File: src/rtl/tmr_line_receiver_pkg.sv
// Shared types, default parameters and voting helpers for the triple-redundant line receiver.
package tmr_line_receiver_pkg;

  typedef enum logic [1:0] {
    SETTLE   = 2'd0,
    TRACK    = 2'd1,
    DEGRADED = 2'd2
  } rx_state_e;

  localparam int unsigned DEF_SYNC_STAGES   = 2;
  localparam int unsigned DEF_FILTER_LEN    = 4;
  localparam int unsigned DEF_DEGRADE_LIMIT = 16;
  localparam int unsigned DEF_ERR_W         = 8;

  function automatic logic majority3(input logic [2:0] v);
    return (v[0] & v[1]) | (v[0] & v[2]) | (v[1] & v[2]);
  endfunction

  // One-hot flag of the single line that disagrees with the majority (zero when all agree).
  function automatic logic [2:0] minority_onehot(input logic [2:0] v);
    return v ^ {3{majority3(v)}};
  endfunction

endpackage

File: src/rtl/tmr_line_receiver_sync_vote.sv
// Three-line synchronizer with majority vote, disagreement and minority-line decode.
module tmr_sync_vote
  import tmr_line_receiver_pkg::*;
#(
  parameter int unsigned SYNC_STAGES = DEF_SYNC_STAGES
) (
  input  logic       clk,
  input  logic       rst_n,
  input  logic [2:0] line_in,
  output logic       vote,
  output logic       dis,
  output logic [2:0] minority,
  output logic       primed
);

  logic [SYNC_STAGES-1:0][2:0] sync_q, sync_d;
  logic [SYNC_STAGES-1:0]      fill_q, fill_d;

  always_comb begin
    sync_d    = sync_q;
    sync_d[0] = line_in;
    for (int k = 1; k < SYNC_STAGES; k++) begin
      sync_d[k] = sync_q[k-1];
    end
    fill_d = {fill_q[SYNC_STAGES-2:0], 1'b1};
  end

  always_ff @(posedge clk or negedge rst_n) begin
    if (!rst_n) begin
      sync_q <= '0;
      fill_q <= '0;
    end else begin
      sync_q <= sync_d;
      fill_q <= fill_d;
    end
  end

  // Decoded straight off the last synchronizer flop so the vote adds no pipeline cycle.
  assign vote     = majority3(sync_q[SYNC_STAGES-1]);
  assign minority = minority_onehot(sync_q[SYNC_STAGES-1]);
  assign dis      = |minority;
  assign primed   = fill_q[SYNC_STAGES-1];

endmodule

File: src/rtl/tmr_line_receiver.sv
// Receive end of the triple-redundant link: sync, vote, deglitch, fault tracking.
// Optional saturating error counter enabled by defining TMR_RX_ERR_CNT_EN.
module tmr_line_receiver
  import tmr_line_receiver_pkg::*;
#(
  parameter int unsigned SYNC_STAGES   = DEF_SYNC_STAGES,
  parameter int unsigned FILTER_LEN    = DEF_FILTER_LEN,
  parameter int unsigned DEGRADE_LIMIT = DEF_DEGRADE_LIMIT,
  parameter int unsigned ERR_W         = DEF_ERR_W
) (
  input  logic             clk,
  input  logic             rst_n,
  input  logic             ena,
  input  logic [2:0]       line_in,
  input  logic             clr_err,
  output logic             data_out,
  output logic             valid,
  output logic             rise,
  output logic             fall,
  output logic             disagree,
  output logic [2:0]       fault_line,
  output logic [ERR_W-1:0] err_count,
  output logic             degraded
);

  localparam int unsigned CNT_W = $clog2(FILTER_LEN + 1);
  localparam int unsigned RUN_W = $clog2(DEGRADE_LIMIT + 1);
  localparam logic [CNT_W-1:0] FILT_LAST = CNT_W'(FILTER_LEN - 1);
  localparam logic [RUN_W-1:0] RUN_LIMIT = RUN_W'(DEGRADE_LIMIT);

  logic       vote, dis, primed;
  logic [2:0] minority;

  tmr_sync_vote #(.SYNC_STAGES(SYNC_STAGES)) u_sync_vote (
    .clk      (clk),
    .rst_n    (rst_n),
    .line_in  (line_in),
    .vote     (vote),
    .dis      (dis),
    .minority (minority),
    .primed   (primed)
  );

  rx_state_e        state_q, state_d;
  logic [CNT_W-1:0] cnt_q, cnt_d;
  logic [RUN_W-1:0] run_q, run_d;
  logic [2:0]       fault_q, fault_d;
  logic             cand_q, cand_d;
  logic             data_q, data_d;
  logic             valid_q, valid_d;
  logic             rise_q, rise_d;
  logic             fall_q, fall_d;
  logic             disagree_q, disagree_d;

  always_comb begin
    state_d    = state_q;
    cnt_d      = cnt_q;
    run_d      = run_q;
    fault_d    = fault_q;
    cand_d     = cand_q;
    data_d     = data_q;
    valid_d    = valid_q;
    rise_d     = 1'b0;
    fall_d     = 1'b0;
    disagree_d = dis;

    if (ena) begin
      if (!dis) begin
        run_d = '0;
      end else if (run_q != RUN_LIMIT) begin
        run_d = run_q + RUN_W'(1);
      end
      if (dis) begin
        fault_d = fault_q | minority;
      end

      case (state_q)
        // cand_q holds the value whose stability is being timed; cnt_q==0 means no history yet.
        SETTLE: begin
          if (!primed) begin
            cnt_d = '0;
          end else if (cnt_q != '0 && vote != cand_q) begin
            cand_d = vote;
            cnt_d  = CNT_W'(1);
          end else if (cnt_q == FILT_LAST) begin
            data_d  = vote;
            valid_d = 1'b1;
            cnt_d   = '0;
            state_d = TRACK;
          end else begin
            cand_d = vote;
            cnt_d  = cnt_q + CNT_W'(1);
          end
        end
        TRACK, DEGRADED: begin
          if (vote == data_q) begin
            cnt_d = '0;
          end else if (cnt_q == FILT_LAST) begin
            data_d = vote;
            cnt_d  = '0;
            rise_d = vote;
            fall_d = !vote;
          end else begin
            cnt_d = cnt_q + CNT_W'(1);
          end
        end
        default: state_d = SETTLE;
      endcase

      if (state_q == TRACK && run_d == RUN_LIMIT) begin
        state_d = DEGRADED;
      end
      if (state_q == DEGRADED && clr_err) begin
        if (dis) begin
          run_d = '0;
        end else begin
          state_d = TRACK;
        end
      end
      if (clr_err) begin
        fault_d = '0;
      end
    end
  end

  always_ff @(posedge clk or negedge rst_n) begin
    if (!rst_n) begin
      state_q    <= SETTLE;
      cnt_q      <= '0;
      run_q      <= '0;
      fault_q    <= '0;
      cand_q     <= 1'b0;
      data_q     <= 1'b0;
      valid_q    <= 1'b0;
      rise_q     <= 1'b0;
      fall_q     <= 1'b0;
      disagree_q <= 1'b0;
    end else begin
      state_q    <= state_d;
      cnt_q      <= cnt_d;
      run_q      <= run_d;
      fault_q    <= fault_d;
      cand_q     <= cand_d;
      data_q     <= data_d;
      valid_q    <= valid_d;
      rise_q     <= rise_d;
      fall_q     <= fall_d;
      disagree_q <= disagree_d;
    end
  end

`ifdef TMR_RX_ERR_CNT_EN
  // Own edge detector, frozen with ena, so an episode starting while disabled still counts on resume.
  logic             dis_prev_q, dis_prev_d;
  logic [ERR_W-1:0] err_q, err_d;

  always_comb begin
    dis_prev_d = dis_prev_q;
    err_d      = err_q;
    if (ena) begin
      dis_prev_d = dis;
      if (clr_err) begin
        err_d = '0;
      end else if (dis && !dis_prev_q && err_q != '1) begin
        err_d = err_q + ERR_W'(1);
      end
    end
  end

  always_ff @(posedge clk or negedge rst_n) begin
    if (!rst_n) begin
      dis_prev_q <= 1'b0;
      err_q      <= '0;
    end else begin
      dis_prev_q <= dis_prev_d;
      err_q      <= err_d;
    end
  end

  assign err_count = err_q;
`else
  assign err_count = '0;
`endif

  assign data_out   = data_q;
  assign valid      = valid_q;
  assign rise       = rise_q;
  assign fall       = fall_q;
  assign disagree   = disagree_q;
  assign fault_line = fault_q;
  assign degraded   = (state_q == DEGRADED);

endmodule

File: config.mk
export PLATFORM = sky130hd
export DESIGN_NAME = tmr_line_receiver
export DESIGN_NICKNAME = d
export VERILOG_FILES = /design/src/rtl/tmr_line_receiver_pkg.sv /design/src/rtl/tmr_line_receiver_sync_vote.sv /design/src/rtl/tmr_line_receiver.sv
export SDC_FILE = /design/constraint.sdc
export NUM_CORES = 1
export LEC_CHECK = 0
export CAP_MARGIN = 25
export CORE_ASPECT_RATIO = 1.75
export CORE_MARGIN = 3
export CORE_UTILIZATION = 40
export DETAILED_ROUTE_END_ITERATION = 16
export GPL_ROUTABILITY_DRIVEN = 0
export GPL_TIMING_DRIVEN = 1
export PLACE_DENSITY = 0.72
export SYNTH_ARGS = -nofsm -noshare
export SYNTH_HDL_FRONTEND = slang
export SYNTH_SLANG_ARGS = --single-unit
File: constraint.sdc
create_clock -name clk -period 2 [get_ports clk]
set_clock_uncertainty 0.1 [all_clocks]
set_input_delay 0.2 -clock clk [delete_from_list [all_inputs] [get_ports clk]]
set_output_delay 0.2 -clock clk [all_outputs]
set_load 0.05 [all_outputs]
==> flow_summary.ini <==
[logic_synthesis]
seq_area_frac_synth = 0.457
synth_area_mm2 = 0.00148
synth.avg_cell_area_um2 = 10.1
netlist_top_cells_count = 27 x dfrtp_1, 12 x nand2_1, 9 x buf_4, 9 x ha_1, 9 x inv_1
yosysWarnings = 0
ys_top_cells_by_area = dfrtp_1 46%, ha_1 7.6%, buf_4 4.6%, nand2_1 3.0%, a21oi_1 2.4%
synth-seq-cells = 27
async_flop_share = 1.00
yosysMostFrequentCell = dfrtp_1
synthFlopType = dfrtp_1
synth_largest_area_cell = dfrtp_1
postSynthCellCount = 146
synth-edff-count = 0
yosysUniqueCellTypes = 48
synth_top_cell_area_share = 0.457

[drt]
dr.pass1.iters = 4
met1Wirelength_mm = 1.13
met3WireLength_um = 93
ant_nets = 0
routed_via_density = 5.46
wl_per_cell_um = 15.1
vias = 1169
routed_wirelength_mm = 3.23
wl_met2_mm = 1.87
drc_errors = 0
top_layer = met4
drtIter0Drc = 25

[critical_path]
crit_path_end_kind = flop
critPathTopFamily = simple AND/OR/NAND/NOR gates
cp-start-kind = flop
timing.critical_path.buf_inv = 1
slowest_stage = dfrtp_2
worstSetupPathType = flop to flop
cp_cell_sequence = inv_1 > ha_1 > nand4bb_1 > a21oi_2 > nand4_2 > nand4b_1 > o2111ai_1
critPathMaxFanout = 7
r2r-start = run_q[0]
startpoint = run_q[0]
slowest_delay_ns = 0.46
critical_path_arrival_ns = 1.93
critPathRequiredTime_ns = 2.05

[clock_tree]
cts_root_buf = clkbuf_8
holdBufCountCts = 0
cts_sinks = 27
numCtsBuffers = 3
cts_tree = built
clk_latency_ns = 0.28
cts.path.max_buffers = 2
htreeDepth = 1
clk_pin_slew_ns = 0.10

[cells_and_area]
drive_gt1_frac = 0.154
area_delta_synth_final_pct = 19.5
multi_input_area_um2 = 734
diodes = 0
fillCellCount = 292
fin_nets = 186
regArea_um2 = 677

[grt]
grtUsageTotal = 0.153
grt_max_degree = 28
antenna_found_initial = 0
first_global_vias = 1192
grt_pass1_wl_mm = 5.13
gr-total-overflow = 0

[place]
io_buffers = 15
hpwl_mm = 2.38

[pwr]
ir_worst_vdd_uv = 599
p_per_area_mw_per_mm2 = 863
total_leakage_power_nw = 0.785

[timing]
slew_violations = 0
relSlewSlack = 0.660
finalHoldViolations = 0
worst_pin_slew_ns = 0.509
post-route-period-util = 0.941
max_clock_freq_mhz = 532
whs_ns = 0.183
setup_viol = 0
tns_ns = 0
period_needed_ns = 1.88

[floorplan]
initial_core_util = 0.426
die_area_mm2 = 0.00449
core_mm2 = 0.00347
fp.dieW_um = 51.9
ios = 24
rows = 28
die_h_um = 86.4

[min_path]
min_path_type = input port to asynchronous set/reset pin

[run]
max_cap_violations = 0

[status]
run_status = completed
power by group:
part	switching (mW)	total, mW	internal [mW]
clock	0.183	0.325	0.142
combinational	0.314	0.517	0.204
sequential	0.0675	0.681	0.613
total	0.564	1.52	0.958
worst register-to-register path: cells and delay by family (launching register included):
family,cells,cell delay (ns)
compound gates,2,0.39
simple gates,3,0.51
flops,1,0.46
buf+inv,1,0.10
fa+ha+maj,1,0.18
area by class of cell:
type / count / area share
Sequential cell: 27 / 0.383
Multi-Input combinational cell: 105 / 0.416
Clock inverter: 1 / 0.00425
Clock buffer: 3 / 0.0234
Inverter: 9 / 0.0191
Timing Repair Buffer: 24 / 0.122
Tap cell: 45 / 0.0319
sequential cells by signal, indices dropped and copies added (netlist names), 2 cells and up:
name                cells
u_sync_vote.sync_q      3
cnt_q                   3
u_sync_vote.fill_q      2
u_sync_vote.sync_d      3
run_q                   5
fault_line              3
state_q                 2
through the flow:
stage          area (um^2)  cells  power [mW]  setup slack [ns]  utilization
6_report              1770    214        1.52             0.119        0.509
5_1_grt               1770    214        1.61           -0.0434        0.509
4_1_cts               1740    213        1.52            0.0630        0.501
3_5_place_dp          1690    209        1.20            0.0873        0.487
3_3_place_gp          1690    209        1.17             0.145        0.487
2_1_floorplan         1500    153        1.04            0.0103            -
timing repair:
action | 4_1_cts | 5_1_grt
resized for setup | 0 | 5
setup buffers | 0 | 1
setup endpoints to repair | 0 | 7
worst paths after layout:
kind / endpoint / slack, ns / cells past startpoint
max: state_q[0] / 0.12 / 7
min: cnt_q[1] / 0.18 / 2
max reg2reg: state_q[0] / 0.12 / 7
min reg2reg: u_sync_vote.sync_q[4] / 0.26 / 0
max in group asynchronous: run_q[0] / 1.35 / 2
min in group clk: u_sync_vote.sync_d[3] / 0.25 / 1
cell families after synthesis:
family / count (synthesis) / synth area share
buf+inv: 21 / 0.0770
other cells: 2 / 0.00508
fa+ha+maj: 9 / 0.0762
mux: 3 / 0.0220
flops: 27 / 0.457
compound gates: 37 / 0.174
xor+xnor: 2 / 0.0119
simple gates: 45 / 0.177
layer usage:
layer,vias to the layer above,track usage
met5,-,0
met4,0,0.103
met3,13,0.0275
met2,32,0.281
met1,571,0.146
li1,553,-
cells in the final DEF (no fill, tap or decap), types with 2 or more instances in the layout:
master           instances
nor2_1                   3
nor3_1                   3
inv_1                    9
or2_1                    2
xnor2_1                  2
clkdlybuf4s50_1         14
nand2_1                 12
conb_1                   9
a31oi_1                  4
buf_4                   10
o21ai_1                  4
and3_1                   2
nor2b_1                  4
dfrtp_1                 26
ha_1                     8
a22o_1                   2
a21oi_1                  6
nand3_1                  4
a21oi_2                  2
o21ai_0                  3
a211oi_1                 3
clkbuf_8                 3
o31ai_1                  2
nand2b_1                 4
No activity file was read; power rests on OpenSTA's default activity.
